[config.mk]
export PLATFORM = sky130hd
export DESIGN_NAME = snn_timestep_sequencer
export DESIGN_NICKNAME = d
export VERILOG_FILES = /design/src/rtl/snn_seq_pkg.sv /design/src/rtl/idle_qualifier.sv /design/src/rtl/snn_timestep_sequencer.sv
export SDC_FILE = /design/constraint.sdc
export NUM_CORES = 1
export LEC_CHECK = 0
export CELL_PAD_IN_SITES_DETAIL_PLACEMENT = 1
export CELL_PAD_IN_SITES_GLOBAL_PLACEMENT = 1
export CORE_ASPECT_RATIO = 1.25
export CORE_MARGIN = 2
export CORE_UTILIZATION = 43
export CTS_BUF_LIST = sky130_fd_sc_hd__clkbuf_4
export DETAILED_ROUTE_END_ITERATION = 16
export PLACE_DENSITY = 0.87
export REMOVE_ABC_BUFFERS = 1
export SYNTH_ARGS = -nofsm -noshare
export SYNTH_HDL_FRONTEND = slang
export SYNTH_SLANG_ARGS = --single-unit
[constraint.sdc]
create_clock -name clk -period 5.6 [get_ports clk]
set_clock_uncertainty 0.15 [all_clocks]
set_input_delay 0.56 -clock clk [delete_from_list [all_inputs] [get_ports clk]]
set_output_delay 0.56 -clock clk [all_outputs]
set_load 0.01 [all_outputs]
[src/rtl/snn_seq_pkg.sv]
`default_nettype none
// snn_seq_pkg: shared state encoding and default parameters for the SNN timestep sequencer.
package snn_seq_pkg;

  typedef enum logic [2:0] {
    ST_IDLE      = 3'd0,
    ST_WAIT_LOAD = 3'd1,
    ST_DRAIN     = 3'd2,
    ST_SETTLE    = 3'd3,
    ST_TICK      = 3'd4,
    ST_CAPTURE   = 3'd5,
    ST_DONE      = 3'd6,
    ST_ERROR     = 3'd7
  } seq_state_t;

  localparam logic [2:0] GRID_IDLE_DEFAULT  = 3'd0;
  localparam int         SETTLE_CYC_DEFAULT = 4;
  localparam int         TO_W_DEFAULT       = 16;

endpackage
`default_nettype wire

[src/rtl/idle_qualifier.sv]
`default_nettype none
// idle_qualifier: counts consecutive idle cycles (settle) and total drain/settle cycles (watchdog).
module idle_qualifier
  import snn_seq_pkg::*;
#(
  parameter int SETTLE_CYC = SETTLE_CYC_DEFAULT,
  parameter int TO_W       = TO_W_DEFAULT
) (
  input  logic clk,
  input  logic reset_n,
  input  logic idle_cond,
  input  logic count_en,
  input  logic clear,
  output logic settled,
  output logic timeout
);

  localparam int              SC_W       = 4;
  localparam logic [SC_W-1:0] SETTLE_TGT = SC_W'(SETTLE_CYC);
  // Last count value before the watchdog hits 2^TO_W-1 elapsed cycles.
  localparam logic [TO_W-1:0] WD_LAST    = {{(TO_W-1){1'b1}}, 1'b0};

  logic [SC_W-1:0] settle_cnt;
  logic [TO_W-1:0] wd_cnt;

  always_ff @(posedge clk) begin
    if (!reset_n || clear) begin
      settle_cnt <= '0;
      wd_cnt     <= '0;
    end else if (count_en) begin
      // A busy cycle restarts the settle window; an idle one extends it.
      settle_cnt <= idle_cond ? settle_cnt + 1'b1 : '0;
      wd_cnt     <= wd_cnt + 1'b1;
    end
  end

  assign settled = count_en & idle_cond & (settle_cnt == SETTLE_TGT);
  assign timeout = count_en & (wd_cnt == WD_LAST);

endmodule
`default_nettype wire

[src/rtl/snn_timestep_sequencer.sv]
`default_nettype none
// snn_timestep_sequencer: issues a programmed number of grid timesteps, each after the
// grid has drained and settled, with per-step spike capture, drain watchdog and abort.
module snn_timestep_sequencer
  import snn_seq_pkg::*;
#(
  parameter int         TICK_W     = 16,
  parameter int         SETTLE_CYC = SETTLE_CYC_DEFAULT,
  parameter int         TO_W       = TO_W_DEFAULT,
  parameter logic [2:0] GRID_IDLE  = GRID_IDLE_DEFAULT
) (
  input  logic              clk,
  input  logic              reset_n,
  input  logic              start,
  input  logic              abort,
  input  logic [TICK_W-1:0] num_ticks,
  input  logic              load_end,
  input  logic              input_buffer_empty,
  input  logic              forward_north_local_buffer_empty_all,
  input  logic [2:0]        grid_state,
  output logic              tick,
  output logic              spike_en,
  output logic [TICK_W-1:0] tick_count,
  output logic              busy,
  output logic              complete,
  output logic              timeout_err,
  output logic [2:0]        state
);

  seq_state_t        cur_state;
  seq_state_t        nxt_state;
  logic [TICK_W-1:0] budget;
  logic              idle_cond;
  logic              count_en;
  logic              settled;
  logic              timeout;
  logic              launch;

  assign idle_cond = input_buffer_empty & forward_north_local_buffer_empty_all &
                     (grid_state == GRID_IDLE);
  assign count_en  = (cur_state == ST_DRAIN) || (cur_state == ST_SETTLE);

  idle_qualifier #(
    .SETTLE_CYC (SETTLE_CYC),
    .TO_W       (TO_W)
  ) u_idle_qualifier (
    .clk       (clk),
    .reset_n   (reset_n),
    .idle_cond (idle_cond),
    .count_en  (count_en),
    .clear     (!count_en),
    .settled   (settled),
    .timeout   (timeout)
  );

  always_comb begin
    nxt_state = cur_state;
    launch    = 1'b0;
    if (abort) begin
      nxt_state = ST_IDLE;
    end else begin
      case (cur_state)
        ST_IDLE, ST_DONE: begin
          if (start) begin
            launch    = 1'b1;
            nxt_state = (num_ticks == '0) ? ST_DONE : ST_WAIT_LOAD;
          end
        end
        ST_WAIT_LOAD: if (load_end) nxt_state = ST_DRAIN;
        ST_DRAIN: begin
          if (timeout)        nxt_state = ST_ERROR;
          else if (idle_cond) nxt_state = ST_SETTLE;
        end
        ST_SETTLE: begin
          if (timeout)         nxt_state = ST_ERROR;
          else if (!idle_cond) nxt_state = ST_DRAIN;
          else if (settled)    nxt_state = ST_CAPTURE;
        end
        // The first capture of a run precedes any tick and only primes the loop.
        ST_CAPTURE: nxt_state = (tick_count == budget) ? ST_DONE : ST_TICK;
        ST_TICK:    nxt_state = ST_DRAIN;
        ST_ERROR:   nxt_state = ST_ERROR;
        default:    nxt_state = ST_IDLE;
      endcase
    end
  end

  always_ff @(posedge clk) begin
    if (!reset_n) begin
      cur_state   <= ST_IDLE;
      tick        <= 1'b0;
      spike_en    <= 1'b0;
      tick_count  <= '0;
      budget      <= '0;
      complete    <= 1'b0;
      timeout_err <= 1'b0;
    end else begin
      cur_state   <= nxt_state;
      tick        <= (nxt_state == ST_TICK);
      spike_en    <= (nxt_state == ST_CAPTURE) && (tick_count != '0);
      complete    <= (nxt_state == ST_DONE);
      timeout_err <= (nxt_state == ST_ERROR);
      if (launch) begin
        budget     <= num_ticks;
        tick_count <= '0;
      end else if ((cur_state == ST_TICK) && (tick_count != budget)) begin
        tick_count <= tick_count + 1'b1;
      end
    end
  end

  assign state = cur_state;
  assign busy  = !((cur_state == ST_IDLE) || (cur_state == ST_DONE) || (cur_state == ST_ERROR));

endmodule
`default_nettype wire

== Word-level counts from Yosys, hierarchy flattened ==
Index checks and enable logic that the tools add are counted.
Storage, ports and cells
  register bits after elaboration: 59
  input port bits: 26
  output and inout port bits: 24
  word-level logic and storage cells: 63
Operators by class
  $add $sub $neg: 3
  equality and inequality tests: 15
  multiplexer cells: 15
  bitwise logic cells: 6
  reduce and logical (&&, ||, !) cells: 15
Operators by type and width (number)
  16-bit by 1-bit adder with 16-bit output, second input constant: 2
  3-bit two-way mux: 9
  3-bit == test, second input constant: 8
  3-bit case mux with 7 select lines: 1
  16-bit == test: 1
  16-bit == test, second input constant: 1
  16-bit zero test: 1
  16-bit inequality test: 1
  16-bit nonzero test: 1
  3-bit by 2-bit == test with 1-bit output, second input constant: 2
  3-bit zero test: 2
  1-bit bitwise AND: 5
  4-bit by 1-bit adder with 4-bit output, second input constant: 1
  4-bit by 3-bit == test with 1-bit output, second input constant: 1
  1-bit logical OR: 4
  4-bit two-way mux: 1
  2-bit OR reduction: 2
  3-bit by 1-bit == test with 1-bit output, second input constant: 1
  1-bit zero test: 3
  1-bit two-way mux: 3
  1-bit logical AND: 2
  2-bit two-way mux: 1
  1-bit inverter: 1

== Depth between registers and ports, before layout ==
  depth after elaboration: 11
  gate-level depth with buffers: 9
  gate-level depth less buffers: 7

== Hierarchy ==
From an unflattened synthesis, not the netlist that was laid out.
Unflattened totals
  cell total of the unflattened synthesis: 341
  area total of the unflattened synthesis: 2981.6 µm²
Modules (own cells, without submodules)
  snn_timestep_sequencer: instances 1, cells an instance 225, area an instance 2009.4 µm², seq. area each 780.7 µm²
  idle_qualifier: instances 1, cells an instance 116, area an instance 972.2 µm², seq. area each 400.4 µm²

== Least setup slack after synthesis ==
Ideal clock, no wire load.
  path type: flip-flop to flip-flop
  start: register cur_state[2] (netlist: state[2])
  end: register tick_count[6]
  library setup time: 0.118 ns
  arrival: 1.763 ns
  data required time: 5.332 ns
  setup slack: 3.569 ns
  cell stages (with the launch flop): 10
  buffers on the path: 3
  period minus slack after synthesis: 2.031 ns
  path through: dfxtp_1 -> buf_4 -> nor2b_2 -> or3_1 -> nor3_1 -> buf_4 -> nand2b_2 -> buf_4 -> or2_2 -> mux2i_1
On the way
  longest elaborated chain between the ends: 5
  elaborated cells on any way between the ends: 8
  classes of those cells: eq/ne (2); mux (2); reduce/logical (4)
RTL lines
  from (decl): RTL line snn_timestep_sequencer.sv:30  | seq_state_t cur_state;
  from (signal assigned): RTL line snn_timestep_sequencer.sv:98  | cur_state <= nxt_state;
  3-bit == test or 3-bit zero test (tied branches): RTL line snn_timestep_sequencer.sv:62  | case (cur_state)
  2-bit OR reduction: RTL line snn_timestep_sequencer.sv:62
  1-bit two-way mux: RTL line snn_timestep_sequencer.sv:62
  1-bit two-way mux: RTL line snn_timestep_sequencer.sv:59  | if (abort) begin
  2-bit OR reduction (no line)
  to (signal assigned): RTL line snn_timestep_sequencer.sv:107  | tick_count <= tick_count + 1'b1;
  to (decl): RTL line snn_timestep_sequencer.sv:23  | output logic [TICK_W-1:0] tick_count,
Several ways; a longest one is shown, not always the timed one.
A chain may end at the register's enable or synchronous reset.

== Final worst setup path ==
  start: register cur_state[2] (netlist: state[2])
  end: register tick_count[10]
The elaborated chain is that of the path after synthesis.

==> results.yml <==
global_routing:
  grt_use_total_pct: 21.9
  grt_pass1_wl_um: 12900
  grt-ovfl-total: 0
  antenna_found_initial: 0
  grt_max_degree: 26
  grt_pass1_vias: 2673
synth:
  ys_seq_area_share_pct: 40.1
  synth_area_um2: 2950
  synth_seq_cells: 59
  synth_ff_type: "dfxtp_1"
  yosys_warnings: 0
  synth_top_area_cell: "dfxtp_1"
  synth_area_per_cell_um2: 8.98
  ys_async_sr_fraction_pct: 0
  synth.most_common_cell: "dfxtp_1"
  synth-edff-count: 0
  synth_common_cells: "dfxtp_1 (59), nor2_1 (29), xor2_1 (27), nand2_1 (23), nor2b_1 (19)"
  synth.top_cell.area_share_pct: 40.1
  synth_compound_area_share_pct: 8.49
  synthTopCellsByArea: "dfxtp_1 (40%), xor2_1 (8.0%), mux2i_1 (6.1%)"
  synthCells: 328
  synth_cell_type_count: 47
  synth-xor-area-share_pct: 9.81
  synth_top_family_by_area: "simple AND/OR/NAND/NOR gates"
  synth-adder-area-share_pct: 2.55
  synth_mux_area_share_pct: 6.11
  synth_simple_gate_area_share_pct: 29.3
timing:
  slew_headroom_pct: 48.7
  tns_ns: 0
  fmax_mhz: 389
  timing.hold.ws_ns: 0.327
  worstMarginPinSlew_ns: 0.766
  fin_ws_ns: 3.03
  rsz0062_at_grt: "no"
  hold_viol: 0
  finalMaxSlewViolations: 0
  post-route-period-util_pct: 45.9
  finalCriticalPeriod_ns: 2.57
  setup-violations-final: 0
power_and_ir_drop:
  leakagePower_nw: 1.36
  power_density_nw_per_um2: 233
  peakVddDrop_uv: 107
clock_tree:
  path_clk_slew_ns: 0.11
  clock_sinks: 59
  numCtsBuffers: 9
  cts_setup_buffers: 0
  cts_resized: 0
  cts_max_path_buffers: 2
  cts.htree.levels: 3
  cts_tree: "done"
  cts_hold_buf: 0
  clock-root-buffer: "clkbuf_4"
  insertion_delay_ns: 0.41
placement:
  post-place-ws_ns: 2.83
  portBuffers: 49
  place.gp.congestion: 0.818
  dp_hpwl_um: 5700
die:
  fp.dieH_um: 96.6
  coreArea_um2: 6610
  fp.dieArea_um2: 7530
  start_util_pct: 44.6
  io_pins: 50
  die_w_um: 78.0
  row_count: 33
outcome:
  status: "completed"
worst_setup_path:
  required_ns: 5.79
  critPathMaxFanout: 21
  cp.arrival_ns: 2.76
  path_class: "flip-flop to flip-flop"
  cp-end-kind: "flip-flop"
  cp-start-kind: "flip-flop"
final_layout:
  drive_gt1_share_pct: 6.32
  area_delta_synth_final_pct: 23.3
  diodes: 0
  final_nets: 407
detailed_routing:
  drc: 0
  top_layer: "met4"
  wl_per_cell_um: 16.2
  vias: 2570
  detail-route-antenna-nets: 0
  vias_per_cell: 5.50
  drt_first_pass_iters: 4
  dr_wl_met3_um: 296
  drt_iter0_drc: 62
  dr_wl_met2_um: 3890
  wirelength_met1_um: 3230
  wl_um: 7580
run:
  cap_violations: 0
worst_hold_path:
  worstHoldPathType: "flip-flop to flip-flop"
## path summary, 6_finish.rpt
path,start,to,slack (ns),cells after the start
setup / recovery,state[2],tick_count[10],3.03,5
hold / removal,u_idle_qualifier.settle_cnt[0],u_idle_qualifier.settle_cnt[0],0.33,1
hold reg to reg,u_idle_qualifier.settle_cnt[0],u_idle_qualifier.settle_cnt[0],0.33,1
setup reg to reg,state[2],tick_count[10],3.03,5
## cell families after synthesis
| family | count (synthesis) |
|---|---|
| xor gates and xnor gates | 33 |
| adders and majority gates | 6 |
| and+or+nand+nor | 154 |
| muxes | 18 |
| buffers and inverters | 21 |
| DFF | 59 |
| AOI/OAI and AO/OA | 37 |
## power breakdown
group / switching, mW / total [mW] / leakage (nW) / internal (mW)
logic: 0.0322 / 0.0689 / 0.801 / 0.0367
registers: 0.00602 / 0.432 / 0.477 / 0.426
clock network: 0.164 / 0.346 / 0.0815 / 0.182
total: 0.202 / 0.847 / 1.36 / 0.645
## flip-flops by register name, summed over array words and instances, names as in the netlist
signal                       cells
u_idle_qualifier.settle_cnt      4
timeout_err                      1
state                            3
u_idle_qualifier.wd_cnt         16
budget                          16
tick_count                      16
spike_en                         1
tick                             1
complete                         1
## through the flow
step                      power, mW  instance area [um2]  util (%)  cells
after floorplan               0.474                 2870         -    314
after detailed placement      0.511                 3480      52.6    451
after CTS                     0.856                 3630      55.0    467
after global placement        0.508                 3480      52.6    451
after global routing          0.887                 3630      55.0    467
final                         0.847                 3630      55.0    467
## cell usage in the layout (no fill, tap or decap), types with 3 or more instances in the layout
| cell type | Yosys | routed |
|---|---|---|
| nor4_1 | 9 | 9 |
| or3_1 | 9 | 9 |
| nand2_1 | 23 | 23 |
| nor2_1 | 29 | 29 |
| o211ai_1 | 5 | 5 |
| xnor2_1 | 6 | 6 |
| nand4_1 | 7 | 7 |
| or4_1 | 8 | 8 |
| ha_1 | 6 | 6 |
| nor3_1 | 5 | 4 |
| nand3_1 | 16 | 16 |
| o31ai_1 | 5 | 5 |
| and2_1 | 4 | 4 |
| clkbuf_4 | 0 | 10 |
| o21ai_0 | 6 | 6 |
| nor2b_1 | 19 | 19 |
| inv_1 | 7 | 7 |
| clkdlybuf4s50_1 | 0 | 49 |
| nor4b_1 | 3 | 3 |
| xor2_1 | 27 | 27 |
| and3_1 | 8 | 8 |
| dfxtp_1 | 59 | 59 |
| mux2i_1 | 18 | 18 |
| a21oi_1 | 12 | 12 |
## critical path, cell delays in order, from the launching register on
cell,delay (ns)
dfxtp_1,0.57
nor2b_2,0.28
and2b_1,0.28
nand2_1,0.42
or4_1,0.65
a21oi_1,0.15
## layout make-up
cell class | instances | area [um2]
sequential | 59 | 1180
tap | 87 | 109
inverter | 7 | 26.3
clock buffer | 10 | 75.1
clock inverter | 6 | 80.1
timing repair buffer | 50 | 498
fill | 778 | 2970
multi-input combinational | 248 | 1660
## routing by layer
metal  global-route usage [%]  up-vias
met2                     40.6       70
met5                        0        -
met3                     4.46       18
met4                     8.92        0
met1                     24.6     1236
li1                         -     1246
(Power assumes the default switching activity.)
